`src/rtl/latch_bank_ctrl.sv`:
```
// Write sequencer for a bank of transparent D latches on a shared data bus.
// Two requesters are arbitrated round-robin; each write runs SETUP -> OPEN -> HOLD.
module latch_bank_ctrl #(
  parameter int DW        = 8,
  parameter int NLATCH    = 6,
  parameter int AW        = 3,
  parameter int SETUP_CYC = 1,
  parameter int OPEN_CYC  = 2,
  parameter int HOLD_CYC  = 1
) (
  input  logic              clk,
  input  logic              rst_n,
  input  logic              req0,
  input  logic [AW-1:0]     addr0,
  input  logic [DW-1:0]     wdata0,
  input  logic              req1,
  input  logic [AW-1:0]     addr1,
  input  logic [DW-1:0]     wdata1,
  output logic              gnt0,
  output logic              gnt1,
  output logic              done0,
  output logic              done1,
  output logic              err,
  output logic [NLATCH-1:0] lat_en,
  output logic [DW-1:0]     lat_d,
  output logic              busy
);

  localparam int CMAX = (SETUP_CYC > OPEN_CYC) ?
                        ((SETUP_CYC > HOLD_CYC) ? SETUP_CYC : HOLD_CYC) :
                        ((OPEN_CYC  > HOLD_CYC) ? OPEN_CYC  : HOLD_CYC);
  localparam int CW = (CMAX < 2) ? 1 : $clog2(CMAX);
  localparam logic [CW-1:0] C_SETUP = CW'(SETUP_CYC - 1);
  localparam logic [CW-1:0] C_OPEN  = CW'(OPEN_CYC - 1);
  localparam logic [CW-1:0] C_HOLD  = CW'(HOLD_CYC - 1);
  localparam logic [AW:0]   NL      = (AW+1)'(NLATCH);

  typedef enum logic [1:0] {IDLE, SETUP, OPEN, HOLD} state_t;

  state_t              state, state_n;
  logic [CW-1:0]       cnt, cnt_n;
  logic                last_gnt, last_n;
  logic [AW-1:0]       cap_addr, addr_n;
  logic                cap_who, who_n;
  logic                cap_oor, oor_n;
  logic                pick;
  logic                gnt0_n, gnt1_n, done0_n, done1_n, err_n;
  logic [NLATCH-1:0]   en_n, dec;
  logic [DW-1:0]       d_n;

  // Out-of-range addresses match no slot, so the decode is naturally all-zero.
  for (genvar i = 0; i < NLATCH; i++) begin : g_dec
    assign dec[i] = (cap_addr == AW'(i));
  end

  always_comb begin
    state_n = state;
    cnt_n   = cnt;
    last_n  = last_gnt;
    addr_n  = cap_addr;
    who_n   = cap_who;
    oor_n   = cap_oor;
    pick    = 1'b0;
    gnt0_n  = 1'b0;
    gnt1_n  = 1'b0;
    done0_n = 1'b0;
    done1_n = 1'b0;
    err_n   = 1'b0;
    en_n    = '0;
    d_n     = lat_d;
    case (state)
      IDLE: begin
        if (req0 || req1) begin
          // On a tie the requester that did not win last time goes first.
          pick    = req1 && (!req0 || !last_gnt);
          state_n = SETUP;
          cnt_n   = C_SETUP;
          last_n  = pick;
          who_n   = pick;
          addr_n  = pick ? addr1 : addr0;
          oor_n   = ({1'b0, (pick ? addr1 : addr0)} >= NL);
          d_n     = pick ? wdata1 : wdata0;
          gnt0_n  = !pick;
          gnt1_n  = pick;
        end
      end
      SETUP: begin
        if (cnt == '0) begin
          state_n = OPEN;
          cnt_n   = C_OPEN;
          en_n    = dec;
        end else begin
          cnt_n = cnt - CW'(1);
        end
      end
      OPEN: begin
        if (cnt == '0) begin
          state_n = HOLD;
          cnt_n   = C_HOLD;
        end else begin
          cnt_n = cnt - CW'(1);
          en_n  = lat_en;
        end
      end
      HOLD: begin
        if (cnt == '0) begin
          state_n = IDLE;
          done0_n = !cap_who;
          done1_n = cap_who;
          err_n   = cap_oor;
        end else begin
          cnt_n = cnt - CW'(1);
        end
      end
      default: state_n = IDLE;
    endcase
  end

  always_ff @(posedge clk) begin
    if (!rst_n) begin
      state    <= IDLE;
      cnt      <= '0;
      last_gnt <= 1'b1;
      cap_addr <= '0;
      cap_who  <= 1'b0;
      cap_oor  <= 1'b0;
      gnt0     <= 1'b0;
      gnt1     <= 1'b0;
      done0    <= 1'b0;
      done1    <= 1'b0;
      err      <= 1'b0;
      lat_en   <= '0;
      lat_d    <= '0;
      busy     <= 1'b0;
    end else begin
      state    <= state_n;
      cnt      <= cnt_n;
      last_gnt <= last_n;
      cap_addr <= addr_n;
      cap_who  <= who_n;
      cap_oor  <= oor_n;
      gnt0     <= gnt0_n;
      gnt1     <= gnt1_n;
      done0    <= done0_n;
      done1    <= done1_n;
      err      <= err_n;
      lat_en   <= en_n;
      lat_d    <= d_n;
      busy     <= (state_n != IDLE);
    end
  end

endmodule

```
`config.mk`:
```
export PLATFORM = sky130hd
export DESIGN_NAME = latch_bank_ctrl
export DESIGN_NICKNAME = d
export VERILOG_FILES = /design/src/rtl/latch_bank_ctrl.sv
export SDC_FILE = /design/constraint.sdc
export NUM_CORES = 1
export LEC_CHECK = 0
export ABC_AREA = 1
export CORE_MARGIN = 2
export CORE_UTILIZATION = 30
export DETAILED_ROUTE_END_ITERATION = 10
export PLACE_DENSITY = 0.57
export SETUP_SLACK_MARGIN = 0.02
export SYNTH_ARGS = -nofsm -noshare
export SYNTH_HDL_FRONTEND = slang
export SYNTH_SLANG_ARGS = --single-unit
export TNS_END_PERCENT = 1
```
`constraint.sdc`:
```
create_clock -name clk -period 1.26 [get_ports clk]
set_input_delay 0.126 -clock clk [delete_from_list [all_inputs] [get_ports clk]]
set_output_delay 0.126 -clock clk [all_outputs]
set_load 0.1 [all_outputs]
```
Yosys cells after proc, flatten, opt, wreduce, memory -nomap -nowiden:

Index checks and enable logic that the tools add are counted.
W data, S select, Z words.

* register bits: 29
* bits of input ports: 26
* logic and storage cells: 56

* $add $sub $neg: 1
* order comparisons: 1
* eq/ne operators: 10
* muxes and demuxes: 14
* bitwise gates (word level): 2
* reductions and logical operators: 14

Operators with widths (count)
* $mux W6: 2
* $pmux W6 S2: 1
* $mux W2: 4
* $mux W8: 1
* $pmux W2 S4: 1
* $eq A3 B2 Y1 const B: 2
* $eq A3 B3 Y1 const B: 2
* $eq A2 B2 Y1 const B: 2
* $logic_not A1 Y1: 4
* $ne A2 B2 Y1 const B: 2
* $eq A3 B1 Y1 const B: 1
* $ge A3 B3 Y1 const B: 1
* $logic_not A3 Y1: 1
* $mux W1: 3
* $mux W3: 1
* $pmux W1 S3: 1
* $reduce_and A3 Y1: 1
* $reduce_or A3 Y1: 1
* $eq A2 B1 Y1 const B: 1
* $logic_not A2 Y1: 1
* $logic_or A1 B1 Y1: 2
* $not A1 Y1: 2
* $reduce_and A2 Y1: 1
* $reduce_bool A2 Y1: 1
* other kinds (3): 3

Depth between registers and ports, before layout:

Gate-level depths: netlist of run 1.

* depth after elaboration: 5
* gate-level depth with buffers: 8
* depth with buffers taken out: 7

Worst setup path after synthesis of run 1:

OpenSTA, ideal clock, no wires.

* path type: register to register
* start point: register, netlist name lat_d[0]
* end point: register lat_d[0]
* library setup time: 0.065 ns
* arrival time: 1.234 ns
* slack: -0.039 ns
* stages on the path, launching flop included: 3
* buffers on the path: 0
* period minus slack after synthesis: 1.299 ns
* path through: dfxtp_1 o21ai_0 nor2_1

RTL lines
* to (signal assigned): line 148 `lat_d <= d_n;`
* to (decl): line 25 `output logic [DW-1:0] lat_d,`

Final worst setup path of run 1:

* start point: input req0
* end point: register lat_d[0]

* word-level cells in the longest chain between the ends: 4
* elaborated cells between the ends (all ways): 6
* classes of those cells: mux (1); reduce/logical (5)

RTL lines
* from (decl): line 13 `input logic req0,`
* $logic_not A1 Y1: line 75 `pick = req1 && (!req0 || !last_gnt);`
* $logic_or A1 B1 Y1: line 75
* $logic_and A1 B1 Y1: line 75
* $mux W8: line 82 `d_n = pick ? wdata1 : wdata0;`

Several ways; a longest one is shown, not always the timed one.
A chain may end at the register's enable or synchronous reset.

==> impl_metrics.env, run 1 <==
export IMPL_ys_warn_count=0
export IMPL_diodes=0
export IMPL_reg2reg_depth=6
export IMPL_dpl_hpwl_mm=2.32
export IMPL_hold_violations=0
export IMPL_cp_end_kind="flop"
export IMPL_core_sq_mm=0.00372
export IMPL_worstPathMaxFanout=6
export IMPL_ys_seq_area_frac=0.493
export IMPL_synth_top_area_cell="dfxtp_1"
export IMPL_post_route_period_util=0.912
export IMPL_portBuffers=45
export IMPL_worst_slack_ps=111
export IMPL_cp_data_required_time_ps=1430
export IMPL_arrival_ps=1320
export IMPL_cts_hold_fix_buffers=0
export IMPL_grt_pass1_vias=1130
export IMPL_areaGrowthSynthToFinish_pct=72.6
export IMPL_hold_class="primary input to flop"
export IMPL_total_power_mw=3.37
export IMPL_post_place_ws_ps=-296
export IMPL_clk_pin_slew_ps=60
export IMPL_cts_root_buf="clkbuf_8"
export IMPL_dieHeight_microns=66.6
export IMPL_numCtsBuffers=5
export IMPL_max_freq_mhz=871
export IMPL_fp_row_count=22
export IMPL_grt_setup_unrepaired="yes"
export IMPL_antenna_found_initial=0
export IMPL_whs_path_depth=5
export IMPL_drv_cap=0
export IMPL_fin_skew_ps=8.76
export IMPL_ant_nets=0
export IMPL_die_area_sq_mm=0.00444
export IMPL_grt_first_pass_wirelength_mm=4.91
export IMPL_grt_busiest_layer="met2"
export IMPL_start_util=0.317
export IMPL_cts_sinks=29
export IMPL_power_density_mw_per_mm2=1660
export IMPL_use_met2=0.248
export IMPL_cts_path_max_buffers=2
export IMPL_irDropWorstVdd_v=0.000834
export IMPL_dr_pass1_iters=4
export IMPL_status="finished, final reports clean"
export IMPL_grtUsageMet3=0.0659
export IMPL_gp_congestion=0.808
export IMPL_htreeDepth=2
export IMPL_fp_dieW_microns=66.6
export IMPL_final_util=0.547
export IMPL_worst_pin_slew_ps=279
export IMPL_finalSetupTns_ps=0
export IMPL_gr_total_overflow=0
export IMPL_slew_headroom=0.814
export IMPL_cts_tree="built"
export IMPL_track_usage=0.149
export IMPL_setup_viol=0
export IMPL_grtUsageMet1=0.165
export IMPL_finalCriticalPeriod_ps=1150
export IMPL_vias_per_cell=4.54
export IMPL_postCtsSetupBuffers=0
export IMPL_pin_count=46
export IMPL_syn_instance_count=159
export IMPL_synth_cell_types=18
export IMPL_cp_start_kind="primary input"
export IMPL_wl_per_cell_microns=11.6
export IMPL_synthesis_nets=185
export IMPL_synth_top_cell_area_share=0.493
export IMPL_final_layout_size_suffix_gt1_frac=0.220
export IMPL_ys_ff_latch=29
export IMPL_layout_nets=239
export IMPL_avgSynthCellArea_sq_um=7.40
export IMPL_synth_area_top_cells="dfxtp_1 (49%), nand2_1 (12%), a21oi_1 (8.1%), inv_1 (5.1%), nor2_1 (5.1%)"
export IMPL_num_vias=1190
export IMPL_drt_iter0_markers=50
export IMPL_synth_cell_area_sq_mm=0.00118
export IMPL_grt_max_degree=22
export IMPL_drc=0
export IMPL_clk_latency_ps=280
export IMPL_maxSlewViolCount=0
export IMPL_routed_wl_mm=3.05
export IMPL_power_leakage_nw=0.841
export IMPL_criticalPathCategory="primary input to flop"
==> Yosys cell counts (all sizes together) <==
master,n
a21oi,20
clkbuf,2
nand2,39
nor3,1
buf,4
o21ai,14
nand3,9
nand4,5
inv,17
nor2,19
dfxtp,29
==> layout make-up <==
type                            count  area (sq um)
Timing Repair inverter              1          7.51
Inverter                           17          72.6
Tap cell                           48          60.1
Multi-Input combinational cell    107           513
Fill cell                         370          1680
Timing Repair Buffer               52           709
Clock buffer                        5          68.8
Clock inverter                      3          17.5
Sequential cell                    29           583
==> metal layers <==
| layer | share of wire | wire (microns) |
|---|---|---|
| met4 | 0.014 | 44 |
| met3 | 0.094 | 286 |
| met1 | 0.42 | 1270 |
| met2 | 0.48 | 1450 |
| met5 | 0 | 0 |
==> worst max-delay path: stages <==
cell	delay, ps
clkdlybuf4s50_1	500
nand2_2	100
nand2_4	120
clkinvlp_4	150
nand2_1	90
nand2_1	50
a21oi_1	130
nor2_1	50
==> cells by family (layout without fill, tap and decap cells) <==
group,after synthesis,after routing,share of synthesized area
compound gates,34,34,0.148
buf+inv,23,78,0.0882
flops,29,29,0.493
simple gates,73,73,0.271
==> sequential cells by signal, summed over array words and instances, names as in the netlist <==
register and count:
lat_d 8, err 1, cap_addr 3, last_gnt 1, cap_who 1, cap_oor 1
cnt 1, busy 1, gnt1 1, done1 1, state 2, lat_en 6
gnt0 1, done0 1
==> through the flow <==
step / hold slack (ps) / cells / area (sq um)
3_3_place_gp: 436 / 253 / 1900
2_1_floorplan: 262 / 159 / 1180
5_1_grt: 421 / 262 / 2030
3_5_place_dp: 442 / 253 / 1900
4_1_cts: 449 / 261 / 1990
6_report: 361 / 262 / 2030
==> final timing paths <==
kind | from | end | slack, ps
worst max-delay path | req0 | lat_d[0] | 110
worst min-delay path | req1 | cap_addr[1] | 360
worst max register to register | state[1] | lat_d[6] | 130
worst min register to register | cap_oor | err | 450
==> placed cells by master (no fill, tap or decap), types with 3 or more instances in the layout <==
cell,synthesis,routed
nor2_4,1,3
buf_4,0,6
clkinvlp_4,0,3
o21ai_1,4,4
o21ai_0,10,10
a21oi_1,19,19
buf_12,0,20
nand3_1,9,9
clkbuf_8,0,5
nand2_1,38,36
nand4_1,5,5
dfxtp_1,29,27
nor2_1,16,16
inv_1,16,15
clkdlybuf4s50_1,0,24
==> report_power, final <==
group | internal (mW) | switching (mW)
combinational | 0.532 | 0.927
clock | 0.380 | 0.354
sequential | 1.05 | 0.125
total | 1.96 | 1.41
==> timing repair <==
action                                 in CTS  in global routing
cloned                                      0                  1
setup endpoints to repair                   3                 17
resized for setup                           1                 11
endpoints found under the hold margin       0                  0
pin swaps                                   0                  1
(Power assumes the default switching activity.)
==> run 2, diff against run 1 <==
--- a/config.mk
+++ b/config.mk
@@ -9,6 +9,7 @@
 export CORE_MARGIN = 2
 export CORE_UTILIZATION = 30
 export DETAILED_ROUTE_END_ITERATION = 10
+export MAX_ROUTING_LAYER = met4
 export PLACE_DENSITY = 0.57
 export SETUP_SLACK_MARGIN = 0.02
 export SYNTH_ARGS = -nofsm -noshare
==> run 2 against run 1 <==
Net effect:
- sequential cell count is the same
- hold slack improved by 1.5 ps
- first-iteration DRC count fell by 22%
- non-clock buffer count unchanged
- largest power group unchanged
- clock power about the same
- highest routed layer unchanged
- combinational power is essentially flat
==> impl_metrics.env, run 2 (synthesis gave the netlist of run 1 again) <==
export IMPL_reg_top3="lat_d (8), lat_en (6), cap_addr (3)"
export IMPL_whs_path_depth=5
export IMPL_drt_iter0_markers=39
export IMPL_areaGrowthSynthToFinish_pct=72.6
export IMPL_cts_path_max_buffers=2
export IMPL_largest_reg_flops=8
export IMPL_pin_count=46
export IMPL_fp_row_count=22
export IMPL_post_route_period_util=0.909
export IMPL_p_switching_mw=1.41
export IMPL_max_freq_mhz=873
export IMPL_final_util=0.547
export IMPL_finalCriticalPeriod_ps=1150
export IMPL_core_sq_mm=0.00372
export IMPL_start_util=0.317
export IMPL_fin_skew_ps=8.71
export IMPL_wl_per_cell_microns=11.6
export IMPL_cp_depth=8
export IMPL_cp_top_family="buffers and inverters"
export IMPL_vias_per_cell=4.58
export IMPL_criticalPathCategory="primary input to flop"
export IMPL_worst_pin_slew_ps=279
export IMPL_max_stage_delay_ps=500
export IMPL_htreeDepth=2
export IMPL_status="finished, final reports clean"
export IMPL_antenna_found_initial=0
export IMPL_die_area_sq_mm=0.00444
export IMPL_worst_slack_ps=114
export IMPL_gr_total_overflow=0
export IMPL_seq_power_share=0.349
export IMPL_intPower_mw=1.96
export IMPL_power_density_mw_per_mm2=1660
export IMPL_num_vias=1200
export IMPL_drv_cap=0
export IMPL_portBuffers=45
export IMPL_largest_register="lat_d"
export IMPL_finalSetupTns_ps=0
export IMPL_post_place_ws_ps=-296
export IMPL_hold_class="primary input to flop"
export IMPL_drc=0
export IMPL_diodes=0
export IMPL_final_common_cell="nand2_1"
export IMPL_routed_wl_mm=3.05
export IMPL_dpl_hpwl_mm=2.32
export IMPL_slowest_stage="clkdlybuf4s50_1"
export IMPL_arrival_ps=1310
export IMPL_grt_first_pass_wirelength_mm=4.91
export IMPL_hold_violations=0
export IMPL_cpMostUsedCell="nand2_1"
export IMPL_numCtsBuffers=5
export IMPL_clk_latency_ps=280
export IMPL_setup_viol=0
export IMPL_worstPathMaxFanout=6
export IMPL_cp_start_kind="primary input"
export IMPL_dr_pass1_iters=4
export IMPL_cp_end_kind="flop"
export IMPL_gp_congestion=0.820
export IMPL_cts_tree="built"
export IMPL_final_layout_size_suffix_gt1_frac=0.220
export IMPL_place_inst=253
export IMPL_cts_sinks=29
export IMPL_track_usage=0.153
export IMPL_grt_pass1_vias=1129
export IMPL_stdcell_count=262
export IMPL_dieHeight_microns=66.6
export IMPL_cp_data_required_time_ps=1430
export IMPL_postCtsSetupBuffers=0
export IMPL_grt_setup_unrepaired="yes"
export IMPL_slew_headroom=0.814
export IMPL_switching_share=0.418
export IMPL_p_clk_frac=0.218
export IMPL_grt_max_degree=22
export IMPL_cts_hold_fix_buffers=0
export IMPL_final_cell_mix="nand2_1 (36), dfxtp_1 (27), clkdlybuf4s50_1 (24), buf_12 (20), a21oi_1 (19)"
export IMPL_clk_pin_slew_ps=60
export IMPL_path_buf_inv=2
export IMPL_power_leakage_nw=0.841
export IMPL_p_comb_frac=0.434
export IMPL_maxSlewViolCount=0
export IMPL_ant_nets=0
export IMPL_reg2reg_depth=6
export IMPL_cts_root_buf="clkbuf_8"
export IMPL_worstPathCellList="clkdlybuf4s50_1 -> nand2_2 -> nand2_4 -> clkinvlp_4 -> nand2_1 -> nand2_1 -> a21oi_1 -> nor2_1"
export IMPL_fp_dieW_microns=66.6
export IMPL_layout_nets=239
export IMPL_irDropWorstVdd_v=0.000834
[run 2: cell counts in the layout (fill, tap and decap cells not counted)]
Identical to the previous run, type by type.
[run 2: timing repair]
| item | CTS | global route |
|---|---|---|
| gates cloned | 0 | 1 |
| endpoints found under the hold margin | 0 | 0 |
| pin swaps | 0 | 1 |
| resized for setup | 1 | 11 |
| setup endpoints to repair | 3 | 17 |
[run 2: tightest hold or removal path, stage by stage]
cell and delay, ps:
dlymetal6s2s_1 170, nand3_1 120, nand2_1 70, nand2_1 50
a21oi_1 50
[run 2: layout make-up]
cell class | instances | area [sq um]
Fill cell | 370 | 1680
Timing Repair Buffer | 52 | 709
Sequential cell | 29 | 583
Multi-Input combinational cell | 107 | 513
Inverter | 17 | 72.6
Clock buffer | 5 | 68.8
Tap cell | 48 | 60.1
Clock inverter | 3 | 17.5
Timing Repair inverter | 1 | 7.51
[run 2: through the flow]
step | total power, mW | instance area [sq um] | hold slack (ps)
after detailed placement | 2.62 | 1900 | 442
after CTS | 3.36 | 1990 | 449
final | 3.37 | 2030 | 362
after floorplan | 2.09 | 1180 | 262
after global routing | 3.54 | 2030 | 421
after global placement | 2.59 | 1900 | 436
[run 2: worst paths after layout]
| kind | to | slack (ps) | from |
|---|---|---|---|
| max | lat_d[0] | 110 | req0 |
| min | cap_addr[1] | 360 | req1 |
| max reg2reg | lat_d[6] | 130 | state[1] |
| min reg2reg | err | 450 | cap_oor |
[run 2: power groups by stage]
stage | Clock [mW] | Combinational [mW] | Sequential, mW
final | 0.733 | 1.46 | 1.17
after global routing | 0.800 | 1.55 | 1.19
after CTS | 0.754 | 1.44 | 1.17
after detailed placement | 0 | 1.43 | 1.19
after global placement | 0 | 1.41 | 1.19
after floorplan | 0 | 0.402 | 1.69
[run 2: per-layer routing]
layer / track usage / up-vias / share of wire
li1: - / 622 / -
met3: 0.0591 / 6 / 0.076
met2: 0.248 / 43 / 0.47
met5: - / - / 0
met4: 0.0612 / 0 / 0.018
met1: 0.169 / 529 / 0.44
